## src/rtl/pll_seq_pkg.sv

```systemverilog
// pll_seq_pkg: shared types and helpers for the PLL lock sequencer.
//   state_t   - sequencer FSM states
//   LOSS_W    - width of the lock-loss counter output
//   cnt_width - width for a counter that must reach the largest of three limits
package pll_seq_pkg;

  typedef enum logic [2:0] {
    S_PLL_RST   = 3'd0,
    S_WAIT_LOCK = 3'd1,
    S_STABLE    = 3'd2,
    S_RUN       = 3'd3,
    S_FAULT     = 3'd4
  } state_t;

  localparam int unsigned LOSS_W = 8;

  function automatic int unsigned cnt_width(input int unsigned a,
                                            input int unsigned b,
                                            input int unsigned c);
    int unsigned m;
    m = a;
    if (b > m) m = b;
    if (c > m) m = c;
    return 32'($unsigned($clog2(m))) + 32'd1;
  endfunction

endpackage

```

## src/rtl/sync_2ff.sv

```systemverilog
// sync_2ff: 1-bit two-flop synchroniser, both flops cleared by synchronous reset.
//   i_clk  - destination clock
//   i_rst  - synchronous active-high reset
//   i_d    - asynchronous input
//   o_q    - synchronised output (2-cycle latency)
module sync_2ff (
  input  logic i_clk,
  input  logic i_rst,
  input  logic i_d,
  output logic o_q
);

  logic r_meta;
  logic r_sync;

  always_ff @(posedge i_clk) begin
    if (i_rst) begin
      r_meta <= 1'b0;
      r_sync <= 1'b0;
    end else begin
      r_meta <= i_d;
      r_sync <= r_meta;
    end
  end

  assign o_q = r_sync;

endmodule

```

## src/rtl/pll_lock_sequencer.sv

```systemverilog
// pll_lock_sequencer: brings a PLL out of reset, waits for a stable lock, then
// releases the downstream core reset. Retries on lock timeout and enters FAULT
// after RETRY_LIMIT consecutive failures.
//   clock      - reference clock, all logic on rising edge
//   reset      - synchronous active-high reset
//   locked     - PLL LOCK (asynchronous, synchronised internally)
//   restart    - single-cycle pulse forcing a new start sequence
//   pll_resetb - PLL RESETB, 0 holds the PLL in reset
//   core_reset - active-high reset for logic on the PLL output clock
//   ready      - high only in RUN
//   fault      - high only in FAULT
//   loss_count - saturating count of lock losses in RUN
// Build option: define PLL_LOSS_COUNTER_EN to build the loss counter;
// otherwise loss_count is tied to zero.
module pll_lock_sequencer
  import pll_seq_pkg::*;
#(
  parameter int unsigned PLL_RESET_CYCLES    = 48,
  parameter int unsigned LOCK_TIMEOUT_CYCLES = 48000,
  parameter int unsigned LOCK_STABLE_CYCLES  = 4800,
  parameter int unsigned RETRY_LIMIT         = 3
) (
  input  logic              clock,
  input  logic              reset,
  input  logic              locked,
  input  logic              restart,
  output logic              pll_resetb,
  output logic              core_reset,
  output logic              ready,
  output logic              fault,
  output logic [LOSS_W-1:0] loss_count
);

  localparam int unsigned CW = cnt_width(PLL_RESET_CYCLES, LOCK_TIMEOUT_CYCLES,
                                         LOCK_STABLE_CYCLES);
  localparam int unsigned RW = cnt_width(RETRY_LIMIT, 1, 1);

  state_t        r_state;
  state_t        w_next_state;
  logic [CW-1:0] r_cnt;
  logic [CW-1:0] w_next_cnt;
  logic [RW-1:0] r_retry;
  logic [RW-1:0] w_next_retry;
  logic          w_locked_s;
  logic          r_pll_resetb;
  logic          r_core_reset;
  logic          r_ready;
  logic          r_fault;

  sync_2ff u_sync_locked (
    .i_clk (clock),
    .i_rst (reset),
    .i_d   (locked),
    .o_q   (w_locked_s)
  );

  // Lock-drop checks come before terminal-count checks so a drop always wins.
  always_comb begin
    w_next_state = r_state;
    w_next_cnt   = r_cnt + 1'b1;
    w_next_retry = r_retry;
    if (restart) begin
      w_next_state = S_PLL_RST;
      w_next_cnt   = '0;
      w_next_retry = '0;
    end else begin
      case (r_state)
        S_PLL_RST: begin
          if (r_cnt == CW'(PLL_RESET_CYCLES - 1)) begin
            w_next_state = S_WAIT_LOCK;
            w_next_cnt   = '0;
          end
        end
        S_WAIT_LOCK: begin
          if (w_locked_s) begin
            w_next_state = S_STABLE;
            w_next_cnt   = '0;
          end else if (r_cnt == CW'(LOCK_TIMEOUT_CYCLES - 1)) begin
            w_next_cnt   = '0;
            w_next_retry = r_retry + 1'b1;
            w_next_state = (w_next_retry == RW'(RETRY_LIMIT)) ? S_FAULT : S_PLL_RST;
          end
        end
        S_STABLE: begin
          if (!w_locked_s) begin
            w_next_state = S_WAIT_LOCK;
            w_next_cnt   = '0;
          end else if (r_cnt == CW'(LOCK_STABLE_CYCLES - 1)) begin
            w_next_state = S_RUN;
            w_next_cnt   = '0;
            w_next_retry = '0;
          end
        end
        S_RUN: begin
          w_next_cnt = '0;
          if (!w_locked_s) w_next_state = S_PLL_RST;
        end
        S_FAULT: w_next_cnt = '0;
        default: begin
          w_next_state = S_PLL_RST;
          w_next_cnt   = '0;
        end
      endcase
    end
  end

  // Outputs are decoded from the next state so they change on the same edge
  // as the state register while still coming straight from flops.
  always_ff @(posedge clock) begin
    if (reset) begin
      r_state      <= S_PLL_RST;
      r_cnt        <= '0;
      r_retry      <= '0;
      r_pll_resetb <= 1'b0;
      r_core_reset <= 1'b1;
      r_ready      <= 1'b0;
      r_fault      <= 1'b0;
    end else begin
      r_state      <= w_next_state;
      r_cnt        <= w_next_cnt;
      r_retry      <= w_next_retry;
      r_pll_resetb <= (w_next_state != S_PLL_RST) && (w_next_state != S_FAULT);
      r_core_reset <= (w_next_state != S_RUN);
      r_ready      <= (w_next_state == S_RUN);
      r_fault      <= (w_next_state == S_FAULT);
    end
  end

  assign pll_resetb = r_pll_resetb;
  assign core_reset = r_core_reset;
  assign ready      = r_ready;
  assign fault      = r_fault;

`ifdef PLL_LOSS_COUNTER_EN
  logic [LOSS_W-1:0] r_loss_count;
  logic              w_loss;

  // A restart in the same cycle pre-empts the loss transition, so it is not counted.
  assign w_loss = (r_state == S_RUN) && !w_locked_s && !restart;

  always_ff @(posedge clock) begin
    if (reset) begin
      r_loss_count <= '0;
    end else if (w_loss && (r_loss_count != '1)) begin
      r_loss_count <= r_loss_count + 1'b1;
    end
  end

  assign loss_count = r_loss_count;
`else
  assign loss_count = '0;
`endif

endmodule

```

## config.mk

```make
export PLATFORM = sky130hd
export DESIGN_NAME = pll_lock_sequencer
export DESIGN_NICKNAME = d
export VERILOG_FILES = /design/src/rtl/pll_seq_pkg.sv /design/src/rtl/sync_2ff.sv /design/src/rtl/pll_lock_sequencer.sv
export SDC_FILE = /design/constraint.sdc
export NUM_CORES = 1
export LEC_CHECK = 0
export BUFFER_PORTS_ARGS = -buffer_cell sky130_fd_sc_hd__buf_2
export CAP_MARGIN = 20
export CORE_AREA = 4 4 53 55
export CTS_BUF_LIST = sky130_fd_sc_hd__clkbuf_4 sky130_fd_sc_hd__clkbuf_8
export DETAILED_ROUTE_END_ITERATION = 10
export DIE_AREA = 0 0 57 59
export PLACE_DENSITY = 0.79
export SKIP_LAST_GASP = 1
export SYNTH_ARGS = -nofsm -noshare
export SYNTH_HDL_FRONTEND = slang
export SYNTH_SLANG_ARGS = --single-unit
```

## constraint.sdc

```tcl
create_clock -name clock -period 4.5 [get_ports clock]
set_input_delay 0 -clock clock [delete_from_list [all_inputs] [get_ports clock]]
set_output_delay 0 -clock clock [all_outputs]
set_load 0.01 [all_outputs]
```

==> qor.yml <==
run_status: "completed"
final-max-slew-violation-count: 0
die_area_um2: 3360
synth-warning-count: 0
worstSetupPathType: "reg2reg"
setup_total_negative_slack_ns: 0
placementRows: 18
multi_input_area_um2: 763
diode_insertion_count_for_antenna_repair: 0
sink_of_the_worst_hold_path: "r_state[2]"
count_of_nets_left_with_antenna_violations_after_detail_routing: 0
clkTransAtPathRegs_ns: 0.09
synth_area_per_cell_um2: 8.71
netlist.area_leader.share: 0.411
clock_power_share: 0.370
synth_flop_cell: "sky130_fd_sc_hd__dfxtp_1"
routed-via-count: 1119
synth_compound_gate_area_share: 0.0656
combPwrFrac: 0.033
drt_pass1_iterations: 4
grt.overflow.total: 0
adder_and_majority_cell_fraction_of_the_synthesized_area: 0.0266
regToRegEndpoint: "r_cnt[2]"
cap_violations: 0
power.density_nw_per_um2: 288
wirelength_mm: 2.57
cp.arrival_ns: 2.71
synth_simple_gate_area_frac: 0.322
tritoncts: "yes"
grt_pass1_wl_mm: 4.69
min_from: "restart"
async_reset_ff_frac: 0
critPathTopFamily: "simple AND/OR/NAND/NOR gates"
first_global_vias: 1086
drt-initial-drc-count: 26
syn_inst: 162
layout_filler_cell_count: 222
muxShareOfSynthArea: 0
cts_root_buffer: "sky130_fd_sc_hd__clkbuf_4"
coreArea_um2: 2390
post-route-period-util: 0.562
synth_top_family_by_area: "simple AND/OR/NAND/NOR gates"
min_period_ns: 2.53
chipHeight_um: 59
synth.top_cells.by_area: "sky130_fd_sc_hd__dfxtp_1 41%, sky130_fd_sc_hd__nor2_1 7.4%, sky130_fd_sc_hd__xor2_1 5.6%, sky130_fd_sc_hd__xnor2_1 5.0%, sky130_fd_sc_hd__nand3_1 4.3%"
fin_cells: 205
reg2reg_slack_ns: 1.97
p_leak_nw: 0.559
numClockSinks: 29
p_switching_mw: 0.0929
critPathRequiredTime_ns: 4.68
drive_above_1_share: 0.120
route.detailed.drc: 0
avgRoutedWirePerCell_um: 12.5
detail_route.vias_per_cell: 5.46
clock.fmax_mhz: 396
grt_util_all_layers: 0.182
detailedPlacementHpwl_mm: 1.93
rsz_0062_raised_after_global_routing: "false"
hold-path-cell-count: 3
timing_worst_slew_pin_value_ns: 0.676
ctsLongestPathBuffers: 2
start_util: 0.591
synthToLayoutAreaGrowth_pct: 7.27
clk_latency_ns: 0.33
relSlewSlack: 0.548
utilization: 0.634
path_max_fanout: 17
synth_area_um2: 1410
grt_max_degree: 18
vdd.ir_drop.worst_mv: 0.285
finClkSkew_ns: 0.0104
placement.io_buffers: 7
place.detailed.instances: 196
hold_violations: 0
htree_num_levels: 2
fin_nets: 182
yosys.cell_types.count: 37
netlist.top_cell.by_area: "sky130_fd_sc_hd__dfxtp_1"
timing.hold.worst.class: "in2reg"
crit_path_top_delay_cell: "sky130_fd_sc_hd__a211oi_4"
design.portCount: 16
timing.critical_path.mode_cell: "sky130_fd_sc_hd__or3_4"
critical_path.endpoint_type: "flip-flop"
number_of_enable_flip_flop_cells_after_synthesis: 0
synth.ff_latch_count: 29
numCtsBuffers: 5
share_seq_of_total_power: 0.596
switching_share: 0.213
antenna_violations_before_repair: 0
synth-xor-area-share: 0.105
worstSetupStartpointType: "flip-flop"
cp_num_buf_inv: 0
cpPeakStageDelay_ns: 0.63
final-seq-area_um2: 581
report.final.setup_viol: 0
synth_seq_area_share: 0.411
place_congestion: 0.863
worst_r2r_startpoint: "r_cnt[6]"
worstPathCellList: "or4_1 -> or3_4 -> or3_4 -> a211oi_4 -> nor2_1"
p_int_mw: 0.343
dieWidth_um: 57
ff2ff_path_depth: 5
[Yosys cell counts, drive strengths merged (2+ instances only)]
cell type,number
buf,9
nor3,3
nand4,3
xor2,9
xnor2,8
and4,4
nor2,28
nand2,12
or3,2
and3,3
or4,3
nor4,6
ha,3
dfxtp,29
inv,5
nor2b,3
nor3b,2
o41ai,2
nand3,12
o21ai,2
[power groups by stage]
stage | registers (mW) | clock network (mW) | logic [mW]
finish | 0.260 | 0.161 | 0.0145
global route | 0.260 | 0.179 | 0.0166
CTS | 0.260 | 0.168 | 0.0143
detailed placement | 0.266 | 0 | 0.0129
global placement | 0.266 | 0 | 0.0124
floorplan | 0.265 | 0 | 0.0159
[worst max-delay path by stage]
stage          startpoint         to  slack [ns]  cells after the start
2_1_floorplan    r_cnt[6]  r_cnt[12]        2.22                      6
3_3_place_gp     r_cnt[6]   r_cnt[4]        2.02                      5
3_5_place_dp     r_cnt[6]   r_cnt[4]        1.97                      5
4_1_cts          r_cnt[6]   r_cnt[5]        1.97                      5
5_1_grt          r_cnt[6]   r_cnt[6]        1.80                      5
6_report         r_cnt[6]   r_cnt[2]        1.97                      5
[area by class of cell]
| class | count | area share |
|---|---|---|
| clock buffer | 7 | 0.0388 |
| inverter | 5 | 0.0124 |
| multi-input combinational | 125 | 0.504 |
| sequential | 29 | 0.383 |
| tap | 30 | 0.0248 |
| timing repair buffer | 9 | 0.0364 |
[stage by stage]
step | setup slack (ns) | hold WS (ns) | total power [mW] | area [µm²]
after detailed placement | 1.97 | 0.207 | 0.279 | 1440
final | 1.97 | 0.0365 | 0.435 | 1510
after floorplan | 2.22 | 0.0716 | 0.281 | 1440
after CTS | 1.97 | 0.0177 | 0.442 | 1510
after global routing | 1.80 | 0.0476 | 0.455 | 1510
after global placement | 2.02 | 0.198 | 0.278 | 1440
[timing repair]
item | 4_1_cts | 5_1_grt
buffers inserted | 0 | 0
hold buffers | 2 | 0
gates resized for setup | 0 | 0
endpoints found under the hold margin | 2 | 0
[layout by cell type (no fill, tap or decap), types with 2 or more instances in the layout]
cell type	synthesis	layout
sky130_fd_sc_hd__and3_1	3	3
sky130_fd_sc_hd__and4_1	2	2
sky130_fd_sc_hd__clkbuf_4	0	6
sky130_fd_sc_hd__xor2_1	9	9
sky130_fd_sc_hd__inv_1	5	5
sky130_fd_sc_hd__nor2b_1	3	3
sky130_fd_sc_hd__and4_2	2	2
sky130_fd_sc_hd__nor3b_1	2	2
sky130_fd_sc_hd__or3_4	2	2
sky130_fd_sc_hd__nor3_1	3	3
sky130_fd_sc_hd__o41ai_1	2	2
sky130_fd_sc_hd__or4_1	2	2
sky130_fd_sc_hd__dlygate4sd3_1	0	2
sky130_fd_sc_hd__buf_2	0	7
sky130_fd_sc_hd__nor2_1	28	28
sky130_fd_sc_hd__nand2_1	12	12
sky130_fd_sc_hd__nor4_1	6	6
sky130_fd_sc_hd__conb_1	1	8
sky130_fd_sc_hd__nand3_1	12	12
sky130_fd_sc_hd__o21ai_0	2	2
sky130_fd_sc_hd__ha_1	3	3
sky130_fd_sc_hd__dfxtp_1	29	29
sky130_fd_sc_hd__xnor2_1	8	8
sky130_fd_sc_hd__nand4_1	3	3
[logic make-up (layout without fill, tap and decap cells)]
group / count (synthesis) / count (layout)
AND/OR/NAND/NOR: 86 / 86
flip-flops: 29 / 29
XOR/XNOR: 17 / 17
buffers and inverters: 15 / 21
AO/OA/AOI/OAI: 11 / 11
adder cells (fa/ha/maj): 3 / 3
other: 1 / 8
[metal layers]
metal,global-route usage,vias to the layer above,part of all wire
met5,0,-,0
met4,0.103,0,0.024
met3,0.0523,6,0.039
met2,0.310,20,0.51
met1,0.204,517,0.43
li1,-,576,-
[tightest hold or removal path: stages]
cell                     delay [ns]
sky130_fd_sc_hd__buf_2         0.09
sky130_fd_sc_hd__or2_2         0.18
sky130_fd_sc_hd__nor2_1        0.06
[sequential cells by signal, indices dropped and copies added, names as in the netlist]
| signal | count |
|---|---|
| r_cnt | 17 |
| r_retry | 3 |
| r_state | 3 |
| core_reset | 1 |
| fault | 1 |
| pll_resetb | 1 |
| ready | 1 |
| u_sync_locked.o_q | 1 |
| u_sync_locked.r_meta | 1 |
(Power assumes the default switching activity.)
